==> src/rtl/mem_bus_arbiter.sv <==
// Two-master (IF, LS) arbiter onto one single-port 64-bit memory bus, LS priority with IF starvation bound.
// Latency: gnt cycle N, mem_req from N+1, rvalid one cycle after mem_ack; requesters hold req until gnt, one transaction in flight.
module mem_bus_arbiter #(
    parameter int ADDR_W     = 64,
    parameter int DATA_W     = 64,
    parameter int STARVE_MAX = 4
) (
    input  logic              clk,
    input  logic              rst,
    input  logic              if_req,
    input  logic [ADDR_W-1:0] if_addr,
    output logic              if_gnt,
    output logic              if_rvalid,
    output logic [31:0]       if_rdata,
    input  logic              ls_req,
    input  logic              ls_wen,
    input  logic [ADDR_W-1:0] ls_addr,
    input  logic [DATA_W-1:0] ls_wdata,
    input  logic [7:0]        ls_wmask,
    output logic              ls_gnt,
    output logic              ls_rvalid,
    output logic [DATA_W-1:0] ls_rdata,
    output logic              mem_req,
    output logic              mem_wen,
    output logic [ADDR_W-1:0] mem_addr,
    output logic [DATA_W-1:0] mem_wdata,
    output logic [7:0]        mem_wmask,
    input  logic              mem_ack,
    input  logic [DATA_W-1:0] mem_rdata
);
    localparam int SW = $clog2(STARVE_MAX + 1);

    typedef enum logic [1:0] {IDLE, BUSY_IF, BUSY_LS} state_t;

    state_t            state_q, state_d;
    logic [SW-1:0]     streak_q;
    logic [ADDR_W-1:0] req_addr_q;
    logic              req_wen_q;
    logic [DATA_W-1:0] req_wdata_q;
    logic [7:0]        req_wmask_q;
    logic              if_rvalid_q, ls_rvalid_q;
    logic [31:0]       if_rdata_q;
    logic [DATA_W-1:0] ls_rdata_q;

    logic idle, starve, ls_grant, if_grant, busy, ack_if, ack_ls;

    // Grants are gated by reset so nothing is offered while rst is asserted.
    assign idle     = rst && (state_q == IDLE);
    assign starve   = if_req && (streak_q == SW'(STARVE_MAX));
    assign ls_grant = idle && ls_req && !starve;
    assign if_grant = idle && if_req && !ls_grant;
    assign busy     = (state_q != IDLE);
    assign ack_if   = (state_q == BUSY_IF) && mem_ack;
    assign ack_ls   = (state_q == BUSY_LS) && mem_ack;

    always_ff @(posedge clk or negedge rst) begin
        if (!rst) begin
            state_q <= IDLE;
        end else begin
            state_q <= state_d;
        end
    end

    always_comb begin
        state_d = state_q;
        case (state_q)
            IDLE: begin
                if (ls_grant) begin
                    state_d = BUSY_LS;
                end else if (if_grant) begin
                    state_d = BUSY_IF;
                end
            end
            BUSY_IF, BUSY_LS: begin
                if (mem_ack) begin
                    state_d = IDLE;
                end
            end
            default: state_d = IDLE;
        endcase
    end

    always_ff @(posedge clk or negedge rst) begin
        if (!rst) begin
            streak_q <= '0;
        end else if (!if_req || if_grant) begin
            streak_q <= '0;
        end else if (ls_grant && (streak_q != SW'(STARVE_MAX))) begin
            streak_q <= streak_q + SW'(1);
        end
    end

    // Request registers; fetches always go out as clean reads.
    always_ff @(posedge clk or negedge rst) begin
        if (!rst) begin
            req_addr_q  <= '0;
            req_wen_q   <= 1'b0;
            req_wdata_q <= '0;
            req_wmask_q <= '0;
        end else if (ls_grant) begin
            req_addr_q  <= ls_addr;
            req_wen_q   <= ls_wen;
            req_wdata_q <= ls_wdata;
            req_wmask_q <= ls_wmask;
        end else if (if_grant) begin
            req_addr_q  <= if_addr;
            req_wen_q   <= 1'b0;
            req_wdata_q <= '0;
            req_wmask_q <= '0;
        end
    end

    always_ff @(posedge clk or negedge rst) begin
        if (!rst) begin
            if_rvalid_q <= 1'b0;
            ls_rvalid_q <= 1'b0;
            if_rdata_q  <= '0;
            ls_rdata_q  <= '0;
        end else begin
            if_rvalid_q <= ack_if;
            ls_rvalid_q <= ack_ls;
            if (ack_if) begin
                if_rdata_q <= req_addr_q[2] ? mem_rdata[32 +: 32] : mem_rdata[0 +: 32];
            end
            // Store completions leave the previous load data visible.
            if (ack_ls && !req_wen_q) begin
                ls_rdata_q <= mem_rdata;
            end
        end
    end

    always_comb begin
        mem_req   = 1'b0;
        mem_wen   = 1'b0;
        mem_addr  = '0;
        mem_wdata = '0;
        mem_wmask = '0;
        if (busy) begin
            mem_req   = 1'b1;
            mem_wen   = req_wen_q;
            mem_addr  = req_addr_q;
            mem_wdata = req_wdata_q;
            mem_wmask = req_wmask_q;
        end
    end

    assign if_gnt    = if_grant;
    assign ls_gnt    = ls_grant;
    assign if_rvalid = if_rvalid_q;
    assign ls_rvalid = ls_rvalid_q;
    assign if_rdata  = if_rdata_q;
    assign ls_rdata  = ls_rdata_q;

endmodule

==> config.mk <==
export PLATFORM = sky130hd
export DESIGN_NAME = mem_bus_arbiter
export DESIGN_NICKNAME = d
export VERILOG_FILES = /design/src/rtl/mem_bus_arbiter.sv
export SDC_FILE = /design/constraint.sdc
export NUM_CORES = 1
export LEC_CHECK = 0
export CAP_MARGIN = 20
export CELL_PAD_IN_SITES_DETAIL_PLACEMENT = 1
export CELL_PAD_IN_SITES_GLOBAL_PLACEMENT = 1
export CORE_MARGIN = 2
export CORE_UTILIZATION = 30
export CTS_BUF_LIST = sky130_fd_sc_hd__clkbuf_4
export DETAILED_ROUTE_END_ITERATION = 7
export PLACE_DENSITY = 0.79
export SYNTH_ARGS = -nofsm -noshare
export SYNTH_HDL_FRONTEND = slang
export SYNTH_SLANG_ARGS = --single-unit
==> constraint.sdc <==
create_clock -name clk -period 1.97 [get_ports clk]
set_input_delay 0.394 -clock clk [delete_from_list [all_inputs] [get_ports clk]]
set_output_delay 0.394 -clock clk [all_outputs]
set_load 0.005 [all_outputs]
==> results_tabular.tex, run 1 <==
\begin{tabular}{lr}
\hline
Metric & Value \\
\hline
\multicolumn{2}{l}{\textbf{Outcome}} \\
Status & complete, but fails checks \\
Violations in the final reports & negative setup slack \\
\multicolumn{2}{l}{\textbf{Setup path}} \\
Register-to-Register Setup Slack & 0 ps \\
Worst endpoint data arrival time & 2020 ps \\
Cell Chain, Critical Path & inv\_2 -> ha\_4 -> buf\_12 -> buf\_12 -> buf\_16 -> nor2b\_1 -> buf\_2 \\
R2r worst-path depth & 11 \\
Buffering stage count on the worst path with inverters included & 5 \\
Critical-path maximum fanout & 8 \\
CP peak stage delay & 370 ps \\
CP delay by family, top & buffers and inverters \\
Endpoint of the worst-slack reg-to-reg timing path & ls\_rdata[20] \\
CP required & 1580 ps \\
Most frequent cell on the critical path & sky130\_fd\_sc\_hd\_\_buf\_12 \\
Type of the worst setup path & reg2out \\
CP max stage cell & sky130\_fd\_sc\_hd\_\_dfrtp\_1 \\
Element type at the critical path start & flop \\
Origin of the critical flop-to-flop path & state\_q[0] \\
Worst setup EP type & primary output \\
\multicolumn{2}{l}{\textbf{Placement}} \\
Sum of net half-perimeters after detailed placement & 31.2 mm \\
Buffers on Ports & 507 \\
Final weighted congestion in routability-driven placement & 0.788 \\
Post-place instance area & 0.0170 mm\^{}2 \\
\multicolumn{2}{l}{\textbf{Global routing}} \\
Global-route wire length before repair & 68.8 mm \\
Number of antenna violations at the first check in global routing & 4 \\
Number of global-route vias before repair & 11500 \\
Residual overflow from global routing & 0 \\
Overall track demand over capacity in global routing & 23.1\% \\
Maximum number of pins on one net before global-route repair & 134 \\
\multicolumn{2}{l}{\textbf{Pwr}} \\
Pwr dens & 1590 mW/mm\^{}2 \\
Power, Total & 29900 uW \\
Static Leak & 0.00945 uW \\
Worst-case vdd ir drop & 0.763 mV \\
\multicolumn{2}{l}{\textbf{Yosys}} \\
Unique cell type count in the Yosys netlist & 36 \\
Netlist Area Pre-Place & 0.0112 mm\^{}2 \\
Sequential element share of the synthesized area & 53.4\% \\
Per-instance average area after synthesis & 12.1 um\^{}2 \\
EDFF count, synth & 0 \\
Synthesized net count & 1201 \\
Count of mapped cells out of synthesis & 926 \\
Most frequently used flop master after synthesis & sky130\_fd\_sc\_hd\_\_dfrtp\_1 \\
YS warnings & 0 \\
Number of flip-flops and latches in the synthesized netlist & 240 \\
Proportion of synthesized flip-flops having asynchronous set or reset & 100\% \\
\multicolumn{2}{l}{\textbf{Timing}} \\
Sum Neg Setup Slack & -50490 ps \\
Setup ws final & -443 ps \\
Fmax & 0.414 GHz \\
Post-route fraction of the period consumed by the critical path & 122\% \\
Count of endpoints failing hold in the final timing report & 0 \\
Final setup violating endpoints & 140 \\
Setup repair after global routing missed its margin & true \\
Slew HR & 41.8\% \\
Fin crit period & 2410 ps \\
Final setup skew & 46.6 ps \\
Slew at the pin closest to its max-slew limit & 872 ps \\
Max Slew Vio Count & 0 \\
\multicolumn{2}{l}{\textbf{Cells and area}} \\
Final instance area & 0.0188 mm\^{}2 \\
Final cell utilization of the core & 51.1\% \\
Commonest non-fill, non-tap cell in the layout & sky130\_fd\_sc\_hd\_\_clkdlybuf4s50\_1 \\
Growth of design area from synthesis to finish & 67.3\% \\
Most frequent cells in the layout & 268 x sky130\_fd\_sc\_hd\_\_clkdlybuf4s50\_1, 239 x sky130\_fd\_sc\_hd\_\_dfrtp\_1, 110 x sky130\_fd\_sc\_hd\_\_clkbuf\_4 \\
Final nets & 1799 \\
Proportion of layout cells with a drive suffix above 1 & 32.2\% \\
\multicolumn{2}{l}{\textbf{Clock tree}} \\
Clock tree from TritonCTS & done \\
Clock H-tree levels & 3 \\
Clock-pin slew on the worst setup and hold paths & 70 ps \\
Skew-Pair Late Insertion Delay & 720 ps \\
Clk sinks & 240 \\
Number of buffers created by CTS & 71 \\
Root buffer selected by CTS & sky130\_fd\_sc\_hd\_\_clkbuf\_4 \\
Buffer levels on the longest clock path & 3 \\
\multicolumn{2}{l}{\textbf{Detailed routing}} \\
DRC violation count after routing & 0 \\
First-iteration detailed-routing DRC count & 356 \\
Vias per Instance & 5.00 \\
Average wire per standard cell & 24.0 um \\
First-pass iteration count of the detailed router & 4 \\
Remaining antenna violation count after routing & 0 \\
Total number of vias & 10200 \\
Aggregate routed wire length & 49.0 mm \\
\multicolumn{2}{l}{\textbf{Floorplanning}} \\
Die Y & 198 um \\
Effective utilization at floorplan & 30.6\% \\
Floorplan Core Area & 0.0368 mm\^{}2 \\
Horizontal die dimension & 198 um \\
\# IOs & 508 \\
Die footprint & 0.0390 mm\^{}2 \\
Row count & 70 \\
\multicolumn{2}{l}{\textbf{Hold path}} \\
Class of the tightest hold or removal check & in2reg \\
Instance count along the most critical hold path & 2 \\
Hold endpoint & req\_wdata\_q[1] \\
HP Start & ls\_wdata[1] \\
\multicolumn{2}{l}{\textbf{Run}} \\
Reported max-cap violation count & 0 \\
\hline
\end{tabular}
-- cell usage after synthesis (all sizes together), types with 2 or more instances --
| cell | n | area (um^2) |
|---|---|---|
| a211o | 64 | 561 |
| a21oi | 33 | 165 |
| a22o | 73 | 639 |
| a2bb2oi | 2 | 17.5 |
| and2 | 67 | 427 |
| and3 | 2 | 17.5 |
| buf | 62 | 399 |
| clkbuf | 20 | 75.1 |
| dfrtp | 240 | 6010 |
| dlymetal6s2s | 3 | 37.5 |
| ha | 5 | 62.6 |
| inv | 5 | 18.8 |
| mux2 | 65 | 732 |
| mux2i | 32 | 320 |
| nand2 | 3 | 11.3 |
| nand3 | 2 | 22.5 |
| nor2 | 34 | 130 |
| nor2b | 139 | 870 |
| o211a | 65 | 651 |
-- cell type report --
class	instances	area, um^2
Clock inverter	12	128
Multi-Input combinational cell	596	5180
Tap cell	468	586
Inverter	5	21.3
Clock buffer	110	826
Sequential cell	240	6010
Fill cell	3937	18000
Timing Repair Buffer	610	6060
Antenna cell	3	7.51
-- registers in the layout, summed over array words and instances (netlist names) --
signal,count
req_wen_q,1
ls_rvalid,1
streak_q,3
state_q,2
if_rvalid,1
if_rdata,32
ls_rdata,64
req_wmask_q,8
req_addr_q,64
req_wdata_q,64
-- how the worst max path moves through the flow --
stage                     startpoint            end  cells after the start
after floorplan           state_q[0]         if_gnt                      6
after global placement        ls_req         if_gnt                      4
after detailed placement      ls_req         if_gnt                      4
after CTS                 state_q[0]  mem_wdata[19]                      7
after global routing      state_q[0]         if_gnt                      6
final                     state_q[0]    mem_addr[7]                      7
-- power breakdown --
| part | internal, uW | switching, uW | leakage, uW |
|---|---|---|---|
| Sequential | 7390 | 1380 | 0.00292 |
| Clock | 2910 | 2360 | 0.000567 |
| Combinational | 9110 | 6770 | 0.00597 |
| Total | 19400 | 10500 | 0.00945 |
-- worst reg2reg max path, cell delays in order, from the launching register on --
cell and delay, ps:
sky130_fd_sc_hd__dfrtp_1 370, sky130_fd_sc_hd__inv_2 60, sky130_fd_sc_hd__buf_4 130, sky130_fd_sc_hd__buf_4 120, sky130_fd_sc_hd__buf_6 110, sky130_fd_sc_hd__ha_4 140
sky130_fd_sc_hd__and2_4 140, sky130_fd_sc_hd__nand2b_4 110, sky130_fd_sc_hd__buf_12 150, sky130_fd_sc_hd__buf_12 110, sky130_fd_sc_hd__clkbuf_16 130, sky130_fd_sc_hd__mux2_4 290
-- cell families after synthesis --
logic type	Yosys count	synth area share [%]
flip-flops	240	53.4
adder cells (fa/ha/maj)	5	0.556
AND/OR/NAND/NOR	251	13.4
multiplexers	97	9.36
AO/OA/AOI/OAI	243	18.5
buffers and inverters	90	4.72
-- metal layers --
metal / global-route usage, % / up-vias / share of wire, %
met5: 0 / - / 0.033
met4: 10.7 / 2 / 3.6
met3: 8.96 / 97 / 9.1
met2: 39.8 / 450 / 50
met1: 25.1 / 5132 / 37
li1: - / 4549 / -
-- what timing repair did --
| item | 4_1_cts | 5_1_grt |
|---|---|---|
| gates cloned | 10 | 13 |
| gates resized for setup | 726 | 123 |
| setup buffers | 19 | 14 |
| pin swaps | 2 | 2 |
| setup endpoints to repair | 239 | 316 |
| hold buffers | 1 | 0 |
| hold endpoints to repair | 171 | 0 |
-- per-stage QoR --
step	hold slack (ps)	worst slack [ps]	instances
2_1_floorplan	98.4	160	926
3_3_place_gp	387	-243	1868
5_1_grt	207	-569	2044
3_5_place_dp	388	-272	1868
6_report	272	-443	2044
4_1_cts	172	-549	2019
Power figures use the tool's default switching activity.
==> inputs of run 2 (changes only) <==
- SLEW_MARGIN: unset -> 20
==> results of run 2 <==
Same layout as run 1: the final DEF is identical, and so are final timing and power.
==> inputs of run 3 (changes only) <==
- ABC_CLOCK_PERIOD_IN_PS: unset -> 2000
- PLACE_DENSITY: 0.79 -> 0.82
- clock period: 1.97 -> 2 ns (I/O delays scaled with it)
==> results_tabular.tex, run 3 (synthesis gave the netlist of run 1 again) <==
\begin{tabular}{lr}
\hline
Metric & Value \\
\hline
\multicolumn{2}{l}{\textbf{Timing}} \\
Post-route fraction of the period consumed by the critical path & 127\% \\
Fmax & 0.393 GHz \\
Final setup violating endpoints & 204 \\
Worst Hold Slack & 250 ps \\
Slew at the pin closest to its max-slew limit & 804 ps \\
Slew HR & 46.4\% \\
Max Slew Vio Count & 0 \\
Setup ws final & -543 ps \\
Sum Neg Setup Slack & -65620 ps \\
Fin crit period & 2540 ps \\
Count of endpoints failing hold in the final timing report & 0 \\
Setup repair after global routing missed its margin & true \\
Final setup skew & 83.2 ps \\
\multicolumn{2}{l}{\textbf{Clock tree}} \\
Number of buffers created by CTS & 72 \\
Clk sinks & 240 \\
Buffer levels on the longest clock path & 3 \\
Clock-pin slew on the worst setup and hold paths & 60 ps \\
Skew-Pair Late Insertion Delay & 780 ps \\
Clock tree from TritonCTS & done \\
Clock H-tree levels & 3 \\
Root buffer selected by CTS & sky130\_fd\_sc\_hd\_\_clkbuf\_4 \\
\multicolumn{2}{l}{\textbf{Global routing}} \\
Global-route wire length before repair & 68.9 mm \\
Number of global-route vias before repair & 11500 \\
Residual overflow from global routing & 0 \\
Number of antenna violations at the first check in global routing & 3 \\
Overall track demand over capacity in global routing & 23.5\% \\
Maximum number of pins on one net before global-route repair & 117 \\
\multicolumn{2}{l}{\textbf{Detailed routing}} \\
DRC violation count after routing & 0 \\
Total number of vias & 10300 \\
Aggregate routed wire length & 48.9 mm \\
First-pass iteration count of the detailed router & 4 \\
Vias per Instance & 5.00 \\
Average wire per standard cell & 23.8 um \\
First-iteration detailed-routing DRC count & 392 \\
Remaining antenna violation count after routing & 0 \\
\multicolumn{2}{l}{\textbf{Setup path}} \\
Worst setup EP type & primary output \\
Cell Chain, Critical Path & inv\_2 -> ha\_4 -> buf\_12 -> buf\_12 -> buf\_12 -> nor2b\_1 -> buf\_2 \\
CP max stage cell & sky130\_fd\_sc\_hd\_\_dfrtp\_1 \\
CP required & 1600 ps \\
CP delay by family, top & buffers and inverters \\
Element type at the critical path start & flop \\
Type of the worst setup path & reg2out \\
Buffering stage count on the worst path with inverters included & 5 \\
Critical-path maximum fanout & 13 \\
Most frequent cell on the critical path & sky130\_fd\_sc\_hd\_\_buf\_12 \\
Worst path depth & 7 \\
CP peak stage delay & 370 ps \\
R2r worst-path depth & 11 \\
Worst endpoint data arrival time & 2140 ps \\
\multicolumn{2}{l}{\textbf{Outcome}} \\
Violations in the final reports & negative setup slack \\
Status & complete, but fails checks \\
\multicolumn{2}{l}{\textbf{Cells and area}} \\
Proportion of layout cells with a drive suffix above 1 & 30.5\% \\
Most frequent cells in the layout & 268 x sky130\_fd\_sc\_hd\_\_clkdlybuf4s50\_1, 239 x sky130\_fd\_sc\_hd\_\_dfrtp\_1, 118 x sky130\_fd\_sc\_hd\_\_dlygate4sd2\_1 \\
Commonest non-fill, non-tap cell in the layout & sky130\_fd\_sc\_hd\_\_clkdlybuf4s50\_1 \\
Multi-input gate area & 0.00507 mm\^{}2 \\
Final nets & 1809 \\
FF/Latch Area & 0.00601 mm\^{}2 \\
Final instance area & 0.0188 mm\^{}2 \\
Fill cell count & 3935 \\
Growth of design area from synthesis to finish & 67.2\% \\
\multicolumn{2}{l}{\textbf{Pwr}} \\
Clock network fraction of total power & 17.8\% \\
NetSw & 10300 uW \\
Sequential cell fraction of total power & 29.5\% \\
Part of the total power dissipated in combinational logic & 52.7\% \\
Internal cell power & 18900 uW \\
Pwr dens & 1560 mW/mm\^{}2 \\
Switch share & 35.4\% \\
Static Leak & 0.00945 uW \\
Worst-case vdd ir drop & 0.761 mV \\
\multicolumn{2}{l}{\textbf{Floorplanning}} \\
Horizontal die dimension & 198 um \\
Row count & 70 \\
Effective utilization at floorplan & 30.6\% \\
Die footprint & 0.0390 mm\^{}2 \\
Die Y & 198 um \\
\# IOs & 508 \\
Floorplan Core Area & 0.0368 mm\^{}2 \\
\multicolumn{2}{l}{\textbf{Hold path}} \\
Class of the tightest hold or removal check & in2reg \\
Instance count along the most critical hold path & 2 \\
\multicolumn{2}{l}{\textbf{Placement}} \\
Post-place instance area & 0.0170 mm\^{}2 \\
Pre-CTS setup slack & -232 ps \\
Sum of net half-perimeters after detailed placement & 30.7 mm \\
Buffers on Ports & 507 \\
Final weighted congestion in routability-driven placement & 0.797 \\
\multicolumn{2}{l}{\textbf{Run}} \\
Reported max-cap violation count & 0 \\
\hline
\end{tabular}
-- run 3: changes by cell type in the layout (fill, tap and decap cells not counted), moves of 5 or more --
cell,change
sky130_fd_sc_hd__buf_2,-26
sky130_fd_sc_hd__buf_4,+8
sky130_fd_sc_hd__clkbuf_16,-5
sky130_fd_sc_hd__clkbuf_2,+10
sky130_fd_sc_hd__clkbuf_4,-5
sky130_fd_sc_hd__dlygate4sd2_1,+20
sky130_fd_sc_hd__mux2_2,+10
sky130_fd_sc_hd__mux2_4,-10
sky130_fd_sc_hd__nor2b_1,+8
sky130_fd_sc_hd__nor2b_4,-6
-- run 3: power groups by stage --
| stage | clock network [uW] | logic (uW) | registers, uW |
|---|---|---|---|
| 3_5_place_dp | 0 | 13800 | 8580 |
| 4_1_cts | 5330 | 14300 | 8530 |
| 2_1_floorplan | 0 | 6090 | 8290 |
| 3_3_place_gp | 0 | 13400 | 8450 |
| 5_1_grt | 5630 | 16400 | 8880 |
| 6_report | 5210 | 15400 | 8610 |
-- run 3: metal layers --
layer | track usage, % | up-vias | share of wire, %
li1 | - | 4566 | -
met1 | 26.1 | 5147 | 37
met2 | 40.6 | 448 | 50
met3 | 7.94 | 100 | 8.7
met4 | 10.5 | 2 | 3.6
met5 | 0 | - | 0.020
-- run 3: worst paths after layout --
check,startpoint,to,slack (ps)
worst min register to register,req_wdata_q[40],req_wdata_q[40],490
min in group asynchronous,rst,req_wdata_q[56],350
worst max-delay path,state_q[0],mem_wdata[18],-540
worst min-delay path,ls_addr[14],req_addr_q[14],250
max in group asynchronous,rst,if_rdata[2],950
worst max register to register,state_q[0],req_addr_q[10],-290
-- run 3: worst register-to-register path, delay by kind of cell (launching register included) --
kind / cells / cell delay [ps]
fa+ha+maj: 1 / 220
compound gates: 2 / 460
simple gates: 1 / 80
buf+inv: 7 / 970
flops: 1 / 400
-- run 3: cell type report --
| type | instances | area share (%) |
|---|---|---|
| timing repair buffer | 619 | 32.7 |
| clock inverter | 20 | 0.919 |
| antenna | 1 | 0.0133 |
| multi-input combinational | 596 | 27.0 |
| inverter | 5 | 0.0998 |
| tap | 468 | 3.12 |
| clock buffer | 105 | 4.19 |
| sequential | 240 | 32.0 |
-- run 3: through the flow --
step | cells | utilization (%) | total power (uW)
global placement | 1865 | 46.3 | 21900
CTS | 2040 | 49.9 | 28100
global route | 2054 | 51.1 | 31000
floorplan | 926 | - | 14400
detailed placement | 1865 | 46.3 | 22400
finish | 2054 | 51.1 | 29200
-- run 3: repair_timing --
item,4_1_cts,5_1_grt
setup endpoints to repair,299,342
pin swaps,3,2
gates cloned,12,8
hold endpoints to repair,240,0
setup buffers,37,9
gates resized for setup,573,181
hold buffers,1,0
